`src/rtl/nubus_pkg.sv`:
```
// Shared types and helpers for the NuBus slave-access controller.
package nubus_pkg;

  typedef enum logic [1:0] {StIdle, StWait, StAck} state_e;

  localparam logic [1:0] ST_OK  = 2'b00;
  localparam logic [1:0] ST_TMO = 2'b11;

  // Widest packed wait-state table the helper accepts.
  localparam int unsigned PackW = 256;

  // Returns the w-bit field at index idx of a packed table, field 0 in the LSBs.
  function automatic logic [31:0] wait_slice(input logic [PackW-1:0] vec,
                                             input int unsigned      idx,
                                             input int unsigned      w);
    return 32'(vec >> (idx * w)) & ((32'd1 << w) - 32'd1);
  endfunction

endpackage

```
`src/rtl/nubus_slave_ctrl_if.sv`:
```
// Bus-side handshake bundle of the NuBus slave controller.
interface nubus_slave_ctrl_if #(
  parameter int unsigned SEL_W = 2
);
  localparam int unsigned NREG = 2 ** SEL_W;

  logic             START;
  logic             ACK;
  logic             MYSLOT;
  logic             TM1;
  logic [SEL_W-1:0] ASEL;
  logic             READY;
  logic             MSTDN;
  logic             SLAVE;
  logic             MASTER;
  logic             TM1L;
  logic [SEL_W-1:0] SELL;
  logic [NREG-1:0]  REG_OE;
  logic [NREG-1:0]  REG_WE;
  logic             ACKCY;
  logic [1:0]       STATUS;

  modport slave (
    input  START, ACK, MYSLOT, TM1, ASEL, READY, MSTDN,
    output SLAVE, MASTER, TM1L, SELL, REG_OE, REG_WE, ACKCY, STATUS
  );

  modport master (
    output START, ACK, MYSLOT, TM1, ASEL, READY, MSTDN,
    input  SLAVE, MASTER, TM1L, SELL, REG_OE, REG_WE, ACKCY, STATUS
  );

endinterface

```
`src/rtl/nubus_wait_timer.sv`:
```
// Loadable wait-state down-counter plus stall timeout counter.
module nubus_wait_timer #(
  parameter int unsigned WAIT_W = 4,
  parameter int unsigned TMO_W  = 6
) (
  input  logic              CLK,
  input  logic              RESET,
  input  logic              load,
  input  logic [WAIT_W-1:0] load_val,
  input  logic              run,
  input  logic              ready,
  output logic              done,
  output logic              tmo
);

  localparam logic [TMO_W-1:0] TmoLast = TMO_W'((2 ** TMO_W) - 2);

  logic [WAIT_W-1:0] cnt_q;
  logic [TMO_W-1:0]  tmo_cnt_q;
  logic              stall;

  // done means the counter reaches zero on this edge (or already sits there).
  assign done  = (cnt_q <= WAIT_W'(1));
  assign stall = run & done & ~ready;
  assign tmo   = stall & (tmo_cnt_q == TmoLast);

  always_ff @(posedge CLK or posedge RESET) begin
    if (RESET) begin
      cnt_q     <= '0;
      tmo_cnt_q <= '0;
    end else if (load) begin
      cnt_q     <= load_val;
      tmo_cnt_q <= '0;
    end else if (run) begin
      if (cnt_q != '0) cnt_q <= cnt_q - WAIT_W'(1);
      if (stall)       tmo_cnt_q <= tmo_cnt_q + TMO_W'(1);
    end
  end

endmodule

```
`src/rtl/nubus_slave_ctrl.sv`:
```
// NuBus slave-access state machine: decode, wait states, READY stretch,
// timeout error and MASTER arming.
module nubus_slave_ctrl import nubus_pkg::*; #(
  parameter int unsigned                       SEL_W      = 2,
  parameter int unsigned                       WAIT_W     = 4,
  parameter logic [(2**SEL_W)*WAIT_W-1:0]      RD_WAITS   = {4'd3, 4'd1, 4'd1, 4'd1},
  parameter logic [(2**SEL_W)*WAIT_W-1:0]      WR_WAITS   = {4'd0, 4'd0, 4'd0, 4'd0},
  parameter int unsigned                       MST_REGION = 2,
  parameter int unsigned                       TMO_W      = 6
) (
  input logic                CLK,
  input logic                RESET,
  nubus_slave_ctrl_if.slave  bus
);

  localparam int unsigned NREG = 2 ** SEL_W;

  state_e            state_q, state_d;
  logic              tm1l_q;
  logic [SEL_W-1:0]  sell_q;
  logic              tmo_q, tmo_d;
  logic              master_q, master_d;
  logic              addr_cy, load, done, tmo, set_req;
  logic [WAIT_W-1:0] load_val;
  logic [NREG-1:0]   sel_hot;

  assign addr_cy = bus.START & ~bus.ACK & bus.MYSLOT;
  assign load    = (state_q == StIdle) & addr_cy;

  always_comb begin
    load_val = bus.TM1 ? WAIT_W'(wait_slice(PackW'(WR_WAITS), 32'(bus.ASEL), WAIT_W))
                       : WAIT_W'(wait_slice(PackW'(RD_WAITS), 32'(bus.ASEL), WAIT_W));
  end

  nubus_wait_timer #(
    .WAIT_W (WAIT_W),
    .TMO_W  (TMO_W)
  ) u_timer (
    .CLK      (CLK),
    .RESET    (RESET),
    .load     (load),
    .load_val (load_val),
    .run      (state_q == StWait),
    .ready    (bus.READY),
    .done     (done),
    .tmo      (tmo)
  );

  always_comb begin
    state_d = state_q;
    tmo_d   = tmo_q;
    unique case (state_q)
      StIdle: begin
        if (addr_cy) begin
          tmo_d   = 1'b0;
          state_d = ((load_val == '0) && bus.READY) ? StAck : StWait;
        end
      end
      StWait: begin
        if (tmo) begin
          tmo_d   = 1'b1;
          state_d = StAck;
        end else if (done && bus.READY) begin
          state_d = StAck;
        end
      end
      StAck: begin
        tmo_d   = 1'b0;
        state_d = StIdle;
      end
      default: state_d = StIdle;
    endcase
  end

  // A pending set outranks MSTDN; MSTDN only clears an already-armed MASTER.
  assign set_req = (state_q == StAck) & tm1l_q & ~tmo_q & (sell_q == SEL_W'(MST_REGION));

  always_comb begin
    master_d = master_q;
    if (set_req && !master_q)      master_d = 1'b1;
    else if (master_q && bus.MSTDN) master_d = 1'b0;
  end

  always_ff @(posedge CLK or posedge RESET) begin
    if (RESET) begin
      state_q  <= StIdle;
      tmo_q    <= 1'b0;
      master_q <= 1'b0;
      tm1l_q   <= 1'b0;
      sell_q   <= '0;
    end else begin
      state_q  <= state_d;
      tmo_q    <= tmo_d;
      master_q <= master_d;
      if (load) begin
        tm1l_q <= bus.TM1;
        sell_q <= bus.ASEL;
      end
    end
  end

  assign sel_hot    = NREG'(1) << sell_q;
  assign bus.SLAVE  = (state_q != StIdle);
  assign bus.MASTER = master_q;
  assign bus.TM1L   = tm1l_q;
  assign bus.SELL   = sell_q;
  assign bus.ACKCY  = (state_q == StAck);
  assign bus.STATUS = ((state_q == StAck) && tmo_q) ? ST_TMO : ST_OK;
  assign bus.REG_OE = ((state_q != StIdle) && !tm1l_q) ? sel_hot : '0;
  assign bus.REG_WE = ((state_q == StAck) && tm1l_q && !tmo_q) ? sel_hot : '0;

endmodule

```
`src/flat_wrapper.sv`:
```
// flat-port wrapper written by rule: the top's interface ports become plain ports
module nubus_slave_ctrl_flat import nubus_pkg::*;
#(
  parameter int unsigned                       SEL_W      = 2,
  parameter int unsigned                       WAIT_W     = 4,
  parameter logic [(2**SEL_W)*WAIT_W-1:0]      RD_WAITS   = {4'd3, 4'd1, 4'd1, 4'd1},
  parameter logic [(2**SEL_W)*WAIT_W-1:0]      WR_WAITS   = {4'd0, 4'd0, 4'd0, 4'd0},
  parameter int unsigned                       MST_REGION = 2,
  parameter int unsigned                       TMO_W      = 6
)
  (CLK, RESET, bus_START, bus_ACK, bus_MYSLOT, bus_TM1, bus_ASEL, bus_READY, bus_MSTDN, bus_SLAVE, bus_MASTER, bus_TM1L, bus_SELL, bus_REG_OE, bus_REG_WE, bus_ACKCY, bus_STATUS);
  nubus_slave_ctrl_if #(.SEL_W(SEL_W)) bus_i ();
  input logic CLK;
  input logic RESET;
  input wire logic [$bits(bus_i.START)-1:0] bus_START;
  input wire logic [$bits(bus_i.ACK)-1:0] bus_ACK;
  input wire logic [$bits(bus_i.MYSLOT)-1:0] bus_MYSLOT;
  input wire logic [$bits(bus_i.TM1)-1:0] bus_TM1;
  input wire logic [$bits(bus_i.ASEL)-1:0] bus_ASEL;
  input wire logic [$bits(bus_i.READY)-1:0] bus_READY;
  input wire logic [$bits(bus_i.MSTDN)-1:0] bus_MSTDN;
  output wire logic [$bits(bus_i.SLAVE)-1:0] bus_SLAVE;
  output wire logic [$bits(bus_i.MASTER)-1:0] bus_MASTER;
  output wire logic [$bits(bus_i.TM1L)-1:0] bus_TM1L;
  output wire logic [$bits(bus_i.SELL)-1:0] bus_SELL;
  output wire logic [$bits(bus_i.REG_OE)-1:0] bus_REG_OE;
  output wire logic [$bits(bus_i.REG_WE)-1:0] bus_REG_WE;
  output wire logic [$bits(bus_i.ACKCY)-1:0] bus_ACKCY;
  output wire logic [$bits(bus_i.STATUS)-1:0] bus_STATUS;
  assign bus_i.START = bus_START;
  assign bus_i.ACK = bus_ACK;
  assign bus_i.MYSLOT = bus_MYSLOT;
  assign bus_i.TM1 = bus_TM1;
  assign bus_i.ASEL = bus_ASEL;
  assign bus_i.READY = bus_READY;
  assign bus_i.MSTDN = bus_MSTDN;
  assign bus_SLAVE = bus_i.SLAVE;
  assign bus_MASTER = bus_i.MASTER;
  assign bus_TM1L = bus_i.TM1L;
  assign bus_SELL = bus_i.SELL;
  assign bus_REG_OE = bus_i.REG_OE;
  assign bus_REG_WE = bus_i.REG_WE;
  assign bus_ACKCY = bus_i.ACKCY;
  assign bus_STATUS = bus_i.STATUS;
  nubus_slave_ctrl #(.SEL_W(SEL_W), .WAIT_W(WAIT_W), .RD_WAITS(RD_WAITS), .WR_WAITS(WR_WAITS), .MST_REGION(MST_REGION), .TMO_W(TMO_W)) u_core (.CLK(CLK), .RESET(RESET), .bus(bus_i));
endmodule
```
`config.mk`:
```
export PLATFORM = sky130hd
export DESIGN_NAME = nubus_slave_ctrl_flat
export DESIGN_NICKNAME = d
export VERILOG_FILES = /design/src/rtl/nubus_pkg.sv /design/src/rtl/nubus_slave_ctrl_if.sv /design/src/rtl/nubus_wait_timer.sv /design/src/rtl/nubus_slave_ctrl.sv /design/src/flat_wrapper.sv
export SDC_FILE = /design/constraint.sdc
export NUM_CORES = 1
export LEC_CHECK = 0
export ABC_AREA = 1
export CAP_MARGIN = 30
export CELL_PAD_IN_SITES_DETAIL_PLACEMENT = 0
export CELL_PAD_IN_SITES_GLOBAL_PLACEMENT = 1
export CORE_MARGIN = 3
export CORE_UTILIZATION = 35
export DETAILED_ROUTE_END_ITERATION = 16
export HOLD_SLACK_MARGIN = 0.12
export PLACE_DENSITY = 0.87
export REMOVE_ABC_BUFFERS = 1
export SYNTH_ARGS = -nofsm -noshare
export SYNTH_HDL_FRONTEND = slang
export SYNTH_SLANG_ARGS = --single-unit
```
`constraint.sdc`:
```
create_clock -name CLK -period 2.2 [get_ports CLK]
set_input_delay 0.22 -clock CLK [delete_from_list [all_inputs] [get_ports CLK]]
set_output_delay 0.22 -clock CLK [all_outputs]
set_load 0.01 [all_outputs]
```
Word level (Yosys, flattened, before mapping)
Index checks and enable logic that the tools add are counted.
Cells by class
  shifts and indexed selects: 3
  muxes and demuxes: 20
  equality and inequality tests: 7
  bitwise operators: 12
  magnitude comparators: 1
  add/subtract/negate cells: 2
  reductions and logical operators: 24
Operator list (count)
  2-to-1 mux 4 bit: 6
  2-to-1 mux 6 bit: 3
  >> shifter 14 x 4 -> 4 bit (first input constant): 1
  2-to-1 mux 2 bit: 5
  nonzero test 2 bit: 5
  bitwise AND 1 bit: 9
  logical AND 1 bit: 8
  adder 6 x 1 -> 6 bit (second input constant): 1
  == test 6 bit (second input constant): 1
  AND reduction 2 bit: 3
  == test 2 bit (second input constant): 2
  less-or-equal comparator 4 x 1 -> 1 bit (second input constant): 1
  logical NOT 4 bit: 1
  2-to-1 mux 1 bit: 4
  inequality test 2 x 1 -> 1 bit (second input constant): 2
  one-hot mux 2 bit (2 select lines): 1
  nonzero test 4 bit: 1
  << shifter 1 x 2 -> 4 bit (first input constant): 1
  >> shifter 1 x 4 -> 4 bit (first input constant): 1
  subtractor 4 x 1 -> 4 bit (second input constant): 1
  logical NOT 1 bit: 3
  inequality test 3 x 1 -> 1 bit (second input constant): 1
  inverter 1 bit: 3
  one-hot mux 1 bit (3 select lines): 1
  other kinds (4): 4
Storage, ports and cells
  bits of input ports: 10
  logic and storage cells: 76
  output and inout port bits: 16
  register bits after elaboration: 17

Depth between registers and ports, before layout
  word-level depth: 7
  mapped depth: 9
  gate-level depth less buffers: 9

Cells and area by module
A second synthesis with hierarchy kept.
Unflattened totals
  cell total of the unflattened synthesis: 168
  area, all modules: 1164.9 µm²
Modules (own cells, without submodules)
  nubus_wait_timer: instances 1, cells each 96, seq. area each 250.2 µm², area an instance 693.2 µm²
  nubus_slave_ctrl: instances 1, cells each 72, seq. area each 175.2 µm², area an instance 471.7 µm²

Worst setup path before layout
Ideal clock, no wire load.
  kind: register -> output
  start point: reg u_core.state_q[0]
  end point: out bus_REG_WE[0]
  stages on the path, launching flop included: 4
  arrival: 1076 ps
  buffers on the path: 0
  setup slack: 904 ps
  data required time: 1980 ps
  cells stage by stage: dfrtp_1 > nor2_1 > nand3_2 > nor3_1
Between the ends
  word-level cells in the longest chain between the ends: 4
RTL lines
  start: declaration: line nubus_slave_ctrl.sv:18  | state_e state_q, state_d;
  start signal: assignment: line nubus_slave_ctrl.sv:86  | state_q <= StIdle;
  start signal: assignment: line nubus_slave_ctrl.sv:92  | state_q <= state_d;
  == test 2 bit
  via bus_ACKCY: line flat_wrapper.sv:28  | output wire logic [$bits(bus_i.ACKCY)-1:0] bus_ACKCY;
  logical AND 1 bit (2 in a row): line nubus_slave_ctrl.sv:110  | assign bus.REG_WE = ((state_q == StAck) && tm1l_q && !tmo_q) ? sel_hot : '0;
  2-to-1 mux 4 bit: line nubus_slave_ctrl.sv:110
  end: declaration: line flat_wrapper.sv:27  | output wire logic [$bits(bus_i.REG_WE)-1:0] bus_REG_WE;
The timed path passes the listed nets, and every way through them passes these cells.

Worst setup path in the final report
  start point: reg u_core.state_q[0]
  end point: out bus_REG_WE[2]
Between the ends
  word-level cells in the longest chain between the ends: 4
RTL lines (line)
  == test 2 bit: nubus_slave_ctrl.sv:110
  logical AND 1 bit (2 in a row): nubus_slave_ctrl.sv:110
  2-to-1 mux 4 bit: nubus_slave_ctrl.sv:110
Every way passes these cells.

==> results.sh <==
export IMPL_power_w=0.001427
export IMPL_track_usage_pct=13.81
export IMPL_drc_errors=0
export IMPL_p_int_w=0.0008075
export IMPL_period_share_pct=91.42
export IMPL_cp_start_kind="flop"
export IMPL_io_buffers=25
export IMPL_final_area_um2=1324
export IMPL_drt_initial_drc_count=34
export IMPL_drv_slew=0
export IMPL_syn_inst=133
export IMPL_first_pass_iters=4
export IMPL_cts_buffers=3
export IMPL_synth_edff_count=0
export IMPL_finalHoldViolCount=0
export IMPL_cts_tree="yes"
export IMPL_dp_hpwl_um=1831
export IMPL_max_stage_delay_ns=0.57
export IMPL_worstPathMaxFanout=5
export IMPL_crit_chain="nor2_1 > nand3_2 > nor3_2 > clkdlybuf4s50_1"
export IMPL_cp_startpoint="u_core.state_q[0]"
export IMPL_p_sw_w=0.0006195
export IMPL_p_comb_share_pct=49.6
export IMPL_ir_worst_vdd_mv=0.6257
export IMPL_die_h_um=60.24
export IMPL_postSynthAreaPerCell_um2=7.742
export IMPL_numClockSinks=17
export IMPL_final_cells=191
export IMPL_slowest_stage="clkdlybuf4s50_1"
export IMPL_async_flop_share_pct=100.0
export IMPL_diodes=0
export IMPL_end_kind="output pin"
export IMPL_grt_pass1_vias=874
export IMPL_fin_nets=175
export IMPL_areaGrowthSynthToFinish_pct=28.55
export IMPL_outcome="finished clean"
export IMPL_post_dp_cell_area_um2=1297
export IMPL_antenna_found_initial=0
export IMPL_p_sw_share_pct=43.42
export IMPL_holdBufCountCts=0
export IMPL_fmax_ghz=0.4972
export IMPL_routedWlPerCell_um=11.64
export IMPL_clk_latency_ns=0.29
export IMPL_cap_violations=0
export IMPL_mostFrequentLayoutCells="nand2_1 (28), clkdlybuf4s50_1 (25), dfrtp_1 (17), inv_1 (16)"
export IMPL_skew_ns=0.005380
export IMPL_tns_ns=0
export IMPL_period_needed_ns=2.011
export IMPL_crit_arrival_ns=1.79
export IMPL_overflow=0
export IMPL_num_rows=19
export IMPL_ys_warn_count=0
export IMPL_ant_nets=0
export IMPL_synth_ff_type="dfrtp_1"
export IMPL_start_util_pct=37.02
export IMPL_rsz0062_at_grt="false"
export IMPL_wirelength_um=2224
export IMPL_layout_commonest_cell="nand2_1"
export IMPL_netlist_area_um2=1030
export IMPL_tightestPinTransition_ns=0.6346
export IMPL_required_ns=1.98
export IMPL_die_area_um2=3629
export IMPL_setup_viol=0
export IMPL_htree_levels=1
export IMPL_postCtsSetupBuffers=0
export IMPL_drive_above_1_share_pct=6.875
export IMPL_clkTransAtPathRegs_ns=0.11
export IMPL_die_width_um=60.24
export IMPL_p_seq_share_pct=38.1
export IMPL_grt_pass1_wl_um=3753
export IMPL_slew_headroom_pct=57.65
export IMPL_synth_distinct_cells=27
export IMPL_leakage_nw=0.6211
export IMPL_vias_per_cell=4.921
export IMPL_crit_type="reg2out"
export IMPL_via_count=940
export IMPL_clk_path_buf_depth=2
export IMPL_cts_root_buffer="clkbuf_4"
export IMPL_r2r_start="u_core.u_timer.cnt_q[0]"
export IMPL_core_area_um2=2781
export IMPL_cts_resized=0
export IMPL_routabilityCongestion=0.7869
export IMPL_min_path_type="in2async"
export IMPL_clockPowerShare_pct=12.3
export IMPL_grt_max_degree=18
export IMPL_ys_ff_latch=17
export IMPL_dpl_cell_count=187
export IMPL_io_pin_count=26
export IMPL_p_per_area_nw_per_um2=1078
export IMPL_synth_seq_area_share_pct=41.31
[cell usage after synthesis, types with 2 or more instances]
cell / n / area (um^2)
inv_2: 2 / 7.510
xor2_1: 2 / 17.52
o21ai_1: 3 / 15.01
ha_1: 4 / 50.05
a21oi_1: 5 / 25.02
nand3_1: 13 / 65.06
dfrtp_1: 17 / 425.4
nor2_1: 13 / 48.80
inv_1: 16 / 60.06
nor3_1: 8 / 40.04
nand2_1: 28 / 105.1
o21ai_0: 7 / 35.03
[power groups by stage]
stage | Combinational (W) | Sequential, W | Clock [W]
after floorplan | 0.000442 | 0.000545 | 0
after global placement | 0.000699 | 0.000542 | 0
after detailed placement | 0.000715 | 0.000549 | 0
after CTS | 0.000720 | 0.000542 | 0.000179
after global routing | 0.000809 | 0.000566 | 0.000188
final | 0.000708 | 0.000543 | 0.000176
[metal layers]
metal  vias to the layer above  wire [um]  global-route usage [%]
met4                         0         22                   4.747
met1                       427       1034                   17.62
met3                         4         94                   2.592
met5                         -          0                       0
met2                        22       1073                   23.15
li1                        487          -                       -
[registers in the layout (all words and copies together), names as in the netlist]
register,count
u_core.bus.MASTER,1
u_core.state_q,2
u_core.bus.SELL,2
u_core.u_timer.cnt_q,4
u_core.tmo_q,1
u_core.bus.TM1L,1
u_core.u_timer.tmo_cnt_q,6
[critical path, delay by kind of cell, from the launching register on]
family | cells | cell delay [ns]
buffers and inverters | 1 | 0.57
and+or+nand+nor | 3 | 0.48
DFF | 1 | 0.45
[cell type report]
type	instances	area, um^2
timing repair buffer	25	250.2
sequential	17	425.4
tap	31	38.79
fill	280	1458
clock buffer	4	26.28
multi-input combinational	96	515.5
inverter	18	67.56
[cells by family (layout without fill, tap and decap cells)]
logic type               count (synthesis)  after routing  synth area share, %
flip-flops                              17             17                41.31
buffers and inverters                   20             47                8.627
AO/OA/AOI/OAI                           20             20                10.69
adder cells (fa/ha/maj)                  4              4                4.860
AND/OR/NAND/NOR                         69             69                31.96
XOR/XNOR                                 3              3                2.552
[per-stage QoR]
step | utilization [%] | setup WS (ns) | hold slack, ns
3_5_place_dp | 46.65 | 0.4111 | 0.4773
5_1_grt | 47.59 | 0.01296 | 0.3946
3_3_place_gp | 46.65 | 0.4882 | 0.4590
2_1_floorplan | - | 0.8767 | 0.1461
6_report | 47.59 | 0.1889 | 0.2976
4_1_cts | 47.59 | 0.1720 | 0.3261
[final timing paths]
kind,to,slack [ns],depth (start not counted)
worst max-delay path,bus_REG_WE[2],0.19,4
worst min-delay path,u_core.bus.TM1L,0.30,2
worst max register to register,u_core.u_timer.tmo_cnt_q[0],0.68,9
worst min register to register,u_core.tmo_q,0.50,2
max in group asynchronous,u_core.u_timer.tmo_cnt_q[0],1.49,2
min in group CLK,u_core.tmo_q,0.50,2
Note: power is estimated with default switching activity, not from simulation.
